$ cat config.mk
export PLATFORM = sky130hd
export DESIGN_NAME = fwd_hazard_unit
export DESIGN_NICKNAME = d
export VERILOG_FILES = /design/src/rtl/mips_pkg.sv /design/src/rtl/fwd_dest_decode.sv /design/src/rtl/fwd_hazard_unit.sv
export SDC_FILE = /design/constraint.sdc
export NUM_CORES = 1
export LEC_CHECK = 0
export CAP_MARGIN = 20
export CORE_UTILIZATION = 30
export CTS_CLUSTER_SIZE = 8
export DETAILED_ROUTE_END_ITERATION = 12
export GPL_ROUTABILITY_DRIVEN = 1
export SYNTH_ARGS = -nofsm -noshare
export SYNTH_HDL_FRONTEND = slang
export SYNTH_SLANG_ARGS = --single-unit
$ cat constraint.sdc
create_clock -name clock -period 3.7 [get_ports clock]
set_clock_uncertainty 0.05 [all_clocks]
set_input_delay 0.74 -clock clock [delete_from_list [all_inputs] [get_ports clock]]
set_output_delay 0.74 -clock clock [all_outputs]
set_load 0.05 [all_outputs]
$ cat src/rtl/mips_pkg.sv
// mips_pkg
//   Shared definitions for the forwarding/hazard logic of the five-stage
//   MIPS pipeline: opcode constants, the 2-bit operand-select encoding,
//   the shadow destination record kept per pipeline stage, and a small
//   helper that decides whether a record produces a given source register.
package mips_pkg;

  localparam logic [5:0] OP_ALU  = 6'h00;
  localparam logic [5:0] OP_LW   = 6'h23;
  localparam logic [5:0] OP_SW   = 6'h2B;
  localparam logic [5:0] OP_ADDI = 6'h08;
  localparam logic [5:0] OP_J    = 6'h02;
  localparam logic [5:0] OP_JAL  = 6'h03;

  // EX-stage operand mux select
  typedef enum logic [1:0] {
    FWD_REG   = 2'b00,
    FWD_MEMWB = 2'b01,
    FWD_EXMEM = 2'b10
  } fwd_sel_t;

  // One shadow-pipeline slot: which register the instruction will write
  typedef struct packed {
    logic       valid;
    logic [4:0] dest;
    logic       is_load;
  } shadow_rec_t;

  localparam shadow_rec_t EMPTY_REC = '0;

  // A destination of r0 never produces a value worth forwarding
  function automatic logic rec_produces(input shadow_rec_t rec,
                                        input logic [4:0] src);
    return rec.valid && (rec.dest != 5'd0) && (rec.dest == src);
  endfunction

endpackage

$ cat src/rtl/fwd_dest_decode.sv
// fwd_dest_decode
//   Combinational decode of the ID-stage instruction into the fields the
//   hazard unit needs.
//   Ports:
//     ir      in  32  instruction held in IFIDIR
//     dest    out 5   destination register (0 = none)
//     is_load out 1   instruction is LW
//     uses_rs out 1   rs (ir[25:21]) is read as a source
//     uses_rt out 1   rt (ir[20:16]) is read as a source
module fwd_dest_decode
  import mips_pkg::*;
(
  input  logic [31:0] ir,
  output logic [4:0]  dest,
  output logic        is_load,
  output logic        uses_rs,
  output logic        uses_rt
);

  logic [5:0] opcode;

  assign opcode = ir[31:26];

  // Unknown opcodes fall through with no destination and no sources
  always_comb begin
    dest    = 5'd0;
    is_load = 1'b0;
    uses_rs = 1'b0;
    uses_rt = 1'b0;
    case (opcode)
      OP_ALU: begin
        dest    = ir[15:11];
        uses_rs = 1'b1;
        uses_rt = 1'b1;
      end
      OP_LW: begin
        dest    = ir[20:16];
        is_load = 1'b1;
        uses_rs = 1'b1;
      end
      OP_ADDI: begin
        dest    = ir[20:16];
        uses_rs = 1'b1;
      end
      OP_SW: begin
        uses_rs = 1'b1;
      end
      OP_JAL: begin
        dest = 5'd31;
      end
      default: ;
    endcase
  end

endmodule

$ cat src/rtl/fwd_hazard_unit.sv
// fwd_hazard_unit
//   Forwarding and load-use hazard controller. Tracks the destination of
//   the instructions in EX, MEM and WB with a shadow pipeline, chooses the
//   EX operand sources for the instruction currently in ID (registered so
//   they line up with its EX cycle), and raises a one-cycle stall when the
//   ID instruction needs the result of a load that is still in EX.
//   Ports:
//     clock     in  1      pipeline clock, rising edge
//     rst_n     in  1      asynchronous active-low reset
//     id_valid  in  1      IFIDIR holds a real instruction
//     id_ir     in  32     instruction in ID
//     flush     in  1      kill the ID instruction
//     fa        out 2      ALU-A select, aligned to EX
//     fb        out 2      ALU-B select, aligned to EX
//     stall     out 1      combinational load-use stall
//     stall_cnt out CNT_W  saturating count of stall cycles
module fwd_hazard_unit
  import mips_pkg::*;
#(
  parameter int CNT_W = 16
) (
  input  logic             clock,
  input  logic             rst_n,
  input  logic             id_valid,
  input  logic [31:0]      id_ir,
  input  logic             flush,
  output logic [1:0]       fa,
  output logic [1:0]       fb,
  output logic             stall,
  output logic [CNT_W-1:0] stall_cnt
);

  logic [4:0]  rs;
  logic [4:0]  rt;
  logic [4:0]  id_dest;
  logic        id_is_load;
  logic        uses_rs;
  logic        uses_rt;
  logic        enter;
  shadow_rec_t id_rec;
  shadow_rec_t ex_slot;
  shadow_rec_t mem_slot;
  shadow_rec_t wb_slot;
  fwd_sel_t    sel_a;
  fwd_sel_t    sel_b;

  assign rs = id_ir[25:21];
  assign rt = id_ir[20:16];

  fwd_dest_decode u_decode (
    .ir      (id_ir),
    .dest    (id_dest),
    .is_load (id_is_load),
    .uses_rs (uses_rs),
    .uses_rt (uses_rt)
  );

  assign id_rec = '{valid: 1'b1, dest: id_dest, is_load: id_is_load};

  // A load in EX has no data yet; flush overrides because the consumer dies
  assign stall = id_valid && !flush && ex_slot.is_load &&
                 ((uses_rs && rec_produces(ex_slot, rs)) ||
                  (uses_rt && rec_produces(ex_slot, rt)));

  assign enter = id_valid && !flush && !stall;

  // EX-slot producer is younger and wins; a load in EX never forwards
  always_comb begin
    sel_a = FWD_REG;
    sel_b = FWD_REG;
    if (uses_rs) begin
      if (rec_produces(ex_slot, rs) && !ex_slot.is_load)
        sel_a = FWD_EXMEM;
      else if (rec_produces(mem_slot, rs))
        sel_a = FWD_MEMWB;
    end
    if (uses_rt) begin
      if (rec_produces(ex_slot, rt) && !ex_slot.is_load)
        sel_b = FWD_EXMEM;
      else if (rec_produces(mem_slot, rt))
        sel_b = FWD_MEMWB;
    end
  end

  // Shadow pipeline shift; WB is tracked but needs no forwarding because
  // the register file is write-first
  always_ff @(posedge clock or negedge rst_n) begin
    if (!rst_n) begin
      ex_slot  <= EMPTY_REC;
      mem_slot <= EMPTY_REC;
      wb_slot  <= EMPTY_REC;
    end else begin
      ex_slot  <= enter ? id_rec : EMPTY_REC;
      mem_slot <= ex_slot;
      wb_slot  <= mem_slot;
    end
  end

  // Selects follow the instruction into EX; bubbles read plain registers
  always_ff @(posedge clock or negedge rst_n) begin
    if (!rst_n) begin
      fa <= FWD_REG;
      fb <= FWD_REG;
    end else begin
      fa <= enter ? sel_a : FWD_REG;
      fb <= enter ? sel_b : FWD_REG;
    end
  end

  always_ff @(posedge clock or negedge rst_n) begin
    if (!rst_n)
      stall_cnt <= '0;
    else if (stall && (stall_cnt != {CNT_W{1'b1}}))
      stall_cnt <= stall_cnt + 1'b1;
  end

endmodule

Word level (Yosys, flattened, before mapping)
Index checks and enable logic that the tools add are counted.
{ "totals": {"ff_bits": 33, "input_bits": 36, "out_inout_bits": 21, "word_cells": 55} }
{ "op_classes": {"add_sub_neg": 1, "eq_ne": 9, "mux": 13, "reduce_logical": 24} }
{ "op_table": {"columns": ["cell", "count"], "rows": [
  ["equality test 5 bit", 4],
  ["adder 16 x 1 -> 16 bit (second input constant)", 1],
  ["!= test 16 bit (second input constant)", 1],
  ["logical AND 1 bit", 15],
  ["one-hot mux 5 bit (3 select lines)", 1],
  ["equality test 6 bit (second input constant)", 2],
  ["2-to-1 mux 2 bit", 6],
  ["nonzero test 5 bit", 2],
  ["2-to-1 mux 7 bit", 1],
  ["equality test 6 x 2 -> 1 bit (second input constant)", 1],
  ["equality test 6 x 4 -> 1 bit (second input constant)", 1],
  ["logical NOT 6 bit", 1],
  ["2-to-1 mux 1 bit", 5],
  ["OR reduction 4 bit", 1],
  ["logical NOT 1 bit", 3],
  ["OR reduction 2 bit", 1],
  ["logical OR 1 bit", 1]
]} }

Longest topological paths before layout
Gate-level depths: netlist (run 1).
{ "logic_depth": {"depth_word": 9, "depth_mapped": 8} }

By module
From an unflattened synthesis (run 1), not the netlist that was laid out.
{ "unflattened": {"hier_cells": 172, "hier_area_um2": 1855.5} }
{ "by_module_without_submodules": {"columns": ["module", "instances", "cells_each", "area_each_um2"], "rows": [
  ["fwd_hazard_unit", 1, 149, 1704.1],
  ["fwd_dest_decode", 1, 23, 151.4]
]} }

Least setup slack after synthesis (run 1)
Ideal clock, no wire load.
{ "synth_path": {"path_kind": "input port to output port", "startpoint": "input port id_ir[28]", "endpoint": "output port stall", "arrival_time_ns": 2.374, "t_required_ns": 2.910, "path_slack_ns": 0.536, "cell_stages": 5, "n_path_buf": 0, "path_cell_list": "or2_1 -> nor3b_4 -> and4_4 -> o21ai_4 -> nor2_1"} }
{ "synth_between": {"elab_chain_cells": 6} }
{ "synth_lines": {"columns": ["element", "line", "text"], "rows": [
  ["start, declared", "fwd_hazard_unit.sv:25", "input logic [31:0] id_ir,"],
  ["equality test 6 bit, or another cell as far along", "fwd_dest_decode.sv:30", "case (opcode)"],
  ["OR reduction 4 bit (no source line)", null, null],
  ["2-to-1 mux 1 bit", "fwd_dest_decode.sv:30", null],
  ["logical AND 1 bit", "fwd_hazard_unit.sv:62", "((uses_rs && rec_produces(ex_slot, rs)) ||"],
  ["logical OR 1 bit (*)", "fwd_hazard_unit.sv:62", null],
  ["logical AND 1 bit (*)", "fwd_hazard_unit.sv:61", "assign stall = id_valid && !flush && ex_slot.is_load &&"],
  ["end, declared", "fwd_hazard_unit.sv:29", "output logic stall,"]
]} }
Mark *: on every way between the ends. The rest lies on a longest branch, timed or not.

Final worst setup path (run 1)
{ "layout_path": {"startpoint": "input port id_ir[20]", "endpoint": "output port stall"} }
{ "layout_between": {"elab_chain_cells": 5} }
{ "layout_lines": {"columns": ["element", "line", "text"], "rows": [
  ["equality test 5 bit", "mips_pkg.sv:34", "return rec.valid && (rec.dest != 5'd0) && (rec.dest == src);"],
  ["logical AND 1 bit", "mips_pkg.sv:34", null],
  ["logical AND 1 bit", "fwd_hazard_unit.sv:63", "(uses_rt && rec_produces(ex_slot, rt)));"],
  ["logical OR 1 bit", "fwd_hazard_unit.sv:62", null],
  ["logical AND 1 bit", "fwd_hazard_unit.sv:61", null]
]} }
Every way passes these cells.

==> impl_metrics.py, run 1 <==
metrics = {
    "critical_path": {
        "critPathKind": "primary input to primary output",
        "critical_path_required_ns": 2.91,
        "cp_data_arrival_time_ns": 2.56,
        "end_kind": "primary output",
        "start_kind": "primary input",
        "critPathMaxFanout": 4,
    },
    "synthesis": {
        "synth_ff_type": "dfrtp_1",
        "async_flop_share_pct": 100.0,
        "ys_seq_elements": 33,
        "synth_top_area_share_pct": 45.58,
        "ys_seq_area_share_pct": 45.58,
        "ys_types": 43,
        "synth_edf_count": 0,
        "syn_nets": 210,
        "postSynthCellCount": 173,
        "yosys-top-cells-area": "dfrtp_1 (46%), xor2_1 (8.2%), xnor2_1 (7.7%)",
        "yosysWarningCount": 0,
        "syn_area_per_cell_um2": 10.47,
        "synth_area_um2": 1812,
        "synth_top_area_cell": "dfrtp_1",
    },
    "power": {
        "intPower_mw": 0.6185,
        "p_switching_mw": 0.1641,
        "p_comb_share_pct": 8.8,
        "clockPowerShare_pct": 44.5,
        "power_frac_seq_pct": 46.6,
        "power.density_nw_per_um2": 315.4,
        "p_leak_nw": 1.013,
        "switching_share_pct": 20.97,
        "irDropWorstVdd_mv": 0.1489,
    },
    "finish": {
        "drive_above_1_share_pct": 11.06,
        "final_cell_mix": "clkdlybuf4s50_1 (44), dfrtp_1 (33), nor2_1 (19)",
        "area_delta_synth_final_pct": 36.95,
        "finish.net_count": 262,
        "layout_commonest_cell": "clkdlybuf4s50_1",
        "antenna_cells": 0,
        "final_area_um2": 2481,
    },
    "detailed_routing": {
        "via_per_inst": 4.977,
        "final_antenna_net_count": 0,
        "vias": 1483,
        "drcViolationCount": 0,
        "wirelength_mm": 4.091,
        "wl_per_cell_um": 13.73,
        "drt_pass1_iterations": 4,
        "drtIter0Drc": 79,
    },
    "timing": {
        "post-route-min-period_ns": 3.353,
        "maxSlewHeadroom_pct": 33.64,
        "final_hold_viol_count": 0,
        "tightestPinTransition_ns": 0.9863,
        "setup_tns_ns": 0,
        "finalSetupViolations": 0,
        "rsz0062_at_grt": "false",
        "drv_slew": 0,
        "post-route-period-util_pct": 90.63,
        "max_freq_mhz": 298.2,
    },
    "die": {
        "die_height_um": 79.71,
        "dieWidth_um": 79.71,
        "rows": 27,
        "die_area_um2": 6354,
        "core_area_um2": 5675,
        "start_util_pct": 31.92,
        "io_pins": 57,
    },
    "clock_tree": {
        "cts_buffer_depth": 2,
        "postCtsHoldBufs": 0,
        "clock-sinks": 33,
        "cts.repair.resized": 0,
        "post_cts_buffers": 0,
        "insertion_delay_ns": 0.28,
        "clk_pin_slew_ns": 0.07,
        "numCtsBuffers": 5,
        "cts_tree": "built",
        "cts-root-buf": "clkbuf_8",
        "cts_max_level": 2,
    },
    "flow_run": {
        "maxCapViolCount": 0,
    },
    "global_route": {
        "grt_pass1_wl_mm": 7.203,
        "antenna_found_initial": 0,
        "gr-total-overflow": 0,
        "grt_max_degree": 34,
        "track_usage_pct": 15.02,
        "grt_pass1_vias": 1499,
    },
    "run_status": {
        "status": "completed",
    },
    "placement": {
        "numPortBuffers": 45,
        "dp_hpwl_mm": 3.127,
        "gp_congestion": 0.8460,
        "postPlaceCellArea_um2": 2365,
    },
    "worst_hold_path": {
        "min_path_type": "flip-flop to flip-flop",
    },
}
## metrics by stage
step                power (mW)  worst slack [ns]  hold WS (ns)  std cells  utilization, %
global placement        0.4415            0.3594        0.3652        290           41.67
CTS                     0.7941            0.3530        0.3813        298           43.72
floorplan               0.3963            0.5356        0.3382        173               -
detailed placement      0.4418            0.3515        0.3829        290           41.67
global route            0.8187            0.2348        0.3989        298           43.72
finish                  0.7826            0.3467        0.3815        298           43.72
## synth_stat cells, drive strengths merged (3+ instances only)
cell / instances
a221oi: 5
and4: 3
dfrtp: 33
nand2: 10
nand3: 10
nand4: 7
nor2: 19
nor3: 13
nor3b: 4
nor4: 6
o21ai: 4
xnor2: 16
xor2: 17
## power groups by stage
stage | sequential [mW] | combinational [mW] | clock [mW]
after floorplan | 0.371 | 0.0253 | 0
after CTS | 0.365 | 0.0704 | 0.359
after global routing | 0.365 | 0.0763 | 0.378
final | 0.365 | 0.0692 | 0.348
after global placement | 0.372 | 0.0699 | 0
after detailed placement | 0.372 | 0.0701 | 0
## registers in the layout (all words and copies together) (netlist names)
name / cells
ex_slot: 7
fa: 2
fb: 2
mem_slot: 6
stall_cnt: 16
## routing by layer
| metal | GRT usage (%) | wire length, um |
|---|---|---|
| met2 | 22.39 | 1864 |
| met5 | 0 | 0 |
| met3 | 3.657 | 132 |
| met4 | 6.545 | 61 |
| met1 | 20.44 | 2032 |
## path summary, 6_finish.rpt
path | start | end | slack [ns] | depth (start not counted)
max reg2reg | ex_slot[2]$_DFF_PN0_ | stall_cnt[1]$_DFFE_PN0P_ | 1.51 | 5
min in group asynchronous | rst_n | stall_cnt[14]$_DFFE_PN0P_ | 0.82 | 2
max in group asynchronous | rst_n | stall_cnt[3]$_DFFE_PN0P_ | 2.48 | 2
min reg2reg | ex_slot[6]$_DFF_PN0_ | mem_slot[6]$_DFF_PN0_ | 0.38 | 0
max | id_ir[20] | stall | 0.35 | 7
min | ex_slot[6]$_DFF_PN0_ | mem_slot[6]$_DFF_PN0_ | 0.38 | 0
## kinds of logic after synthesis
logic type               after synthesis  share of synthesized area [%]
flip-flops                            33                          45.58
buffers and inverters                  4                          1.311
XOR/XNOR                              33                          15.95
AO/OA/AOI/OAI                         17                          8.081
multiplexers                           1                         0.6215
adder cells (fa/ha/maj)                1                         0.6905
AND/OR/NAND/NOR                       84                          27.76
## critical path: stages
cell and delay [ns]:
clkdlybuf4s50_1 0.48, xor2_1 0.17, nor3_1 0.33, and4_4 0.34
o21ai_4 0.09, nor2_1 0.23, buf_12 0.17
## final cells by class
class	count	area [um2]
clock buffers	7	86.33
multi-input cells	136	962.2
repair buffers	48	483.0
fillers	550	3194
clock inverters	1	30.03
inverters	1	3.754
well taps	72	90.09
flip-flops and latches	33	825.8
(Power assumes the default switching activity.)
==> run 2: changes to the inputs <==
- SLEW_MARGIN: not set -> 15
==> results of run 2 <==
The final DEF is identical to that of run 1; final timing and power are the same.
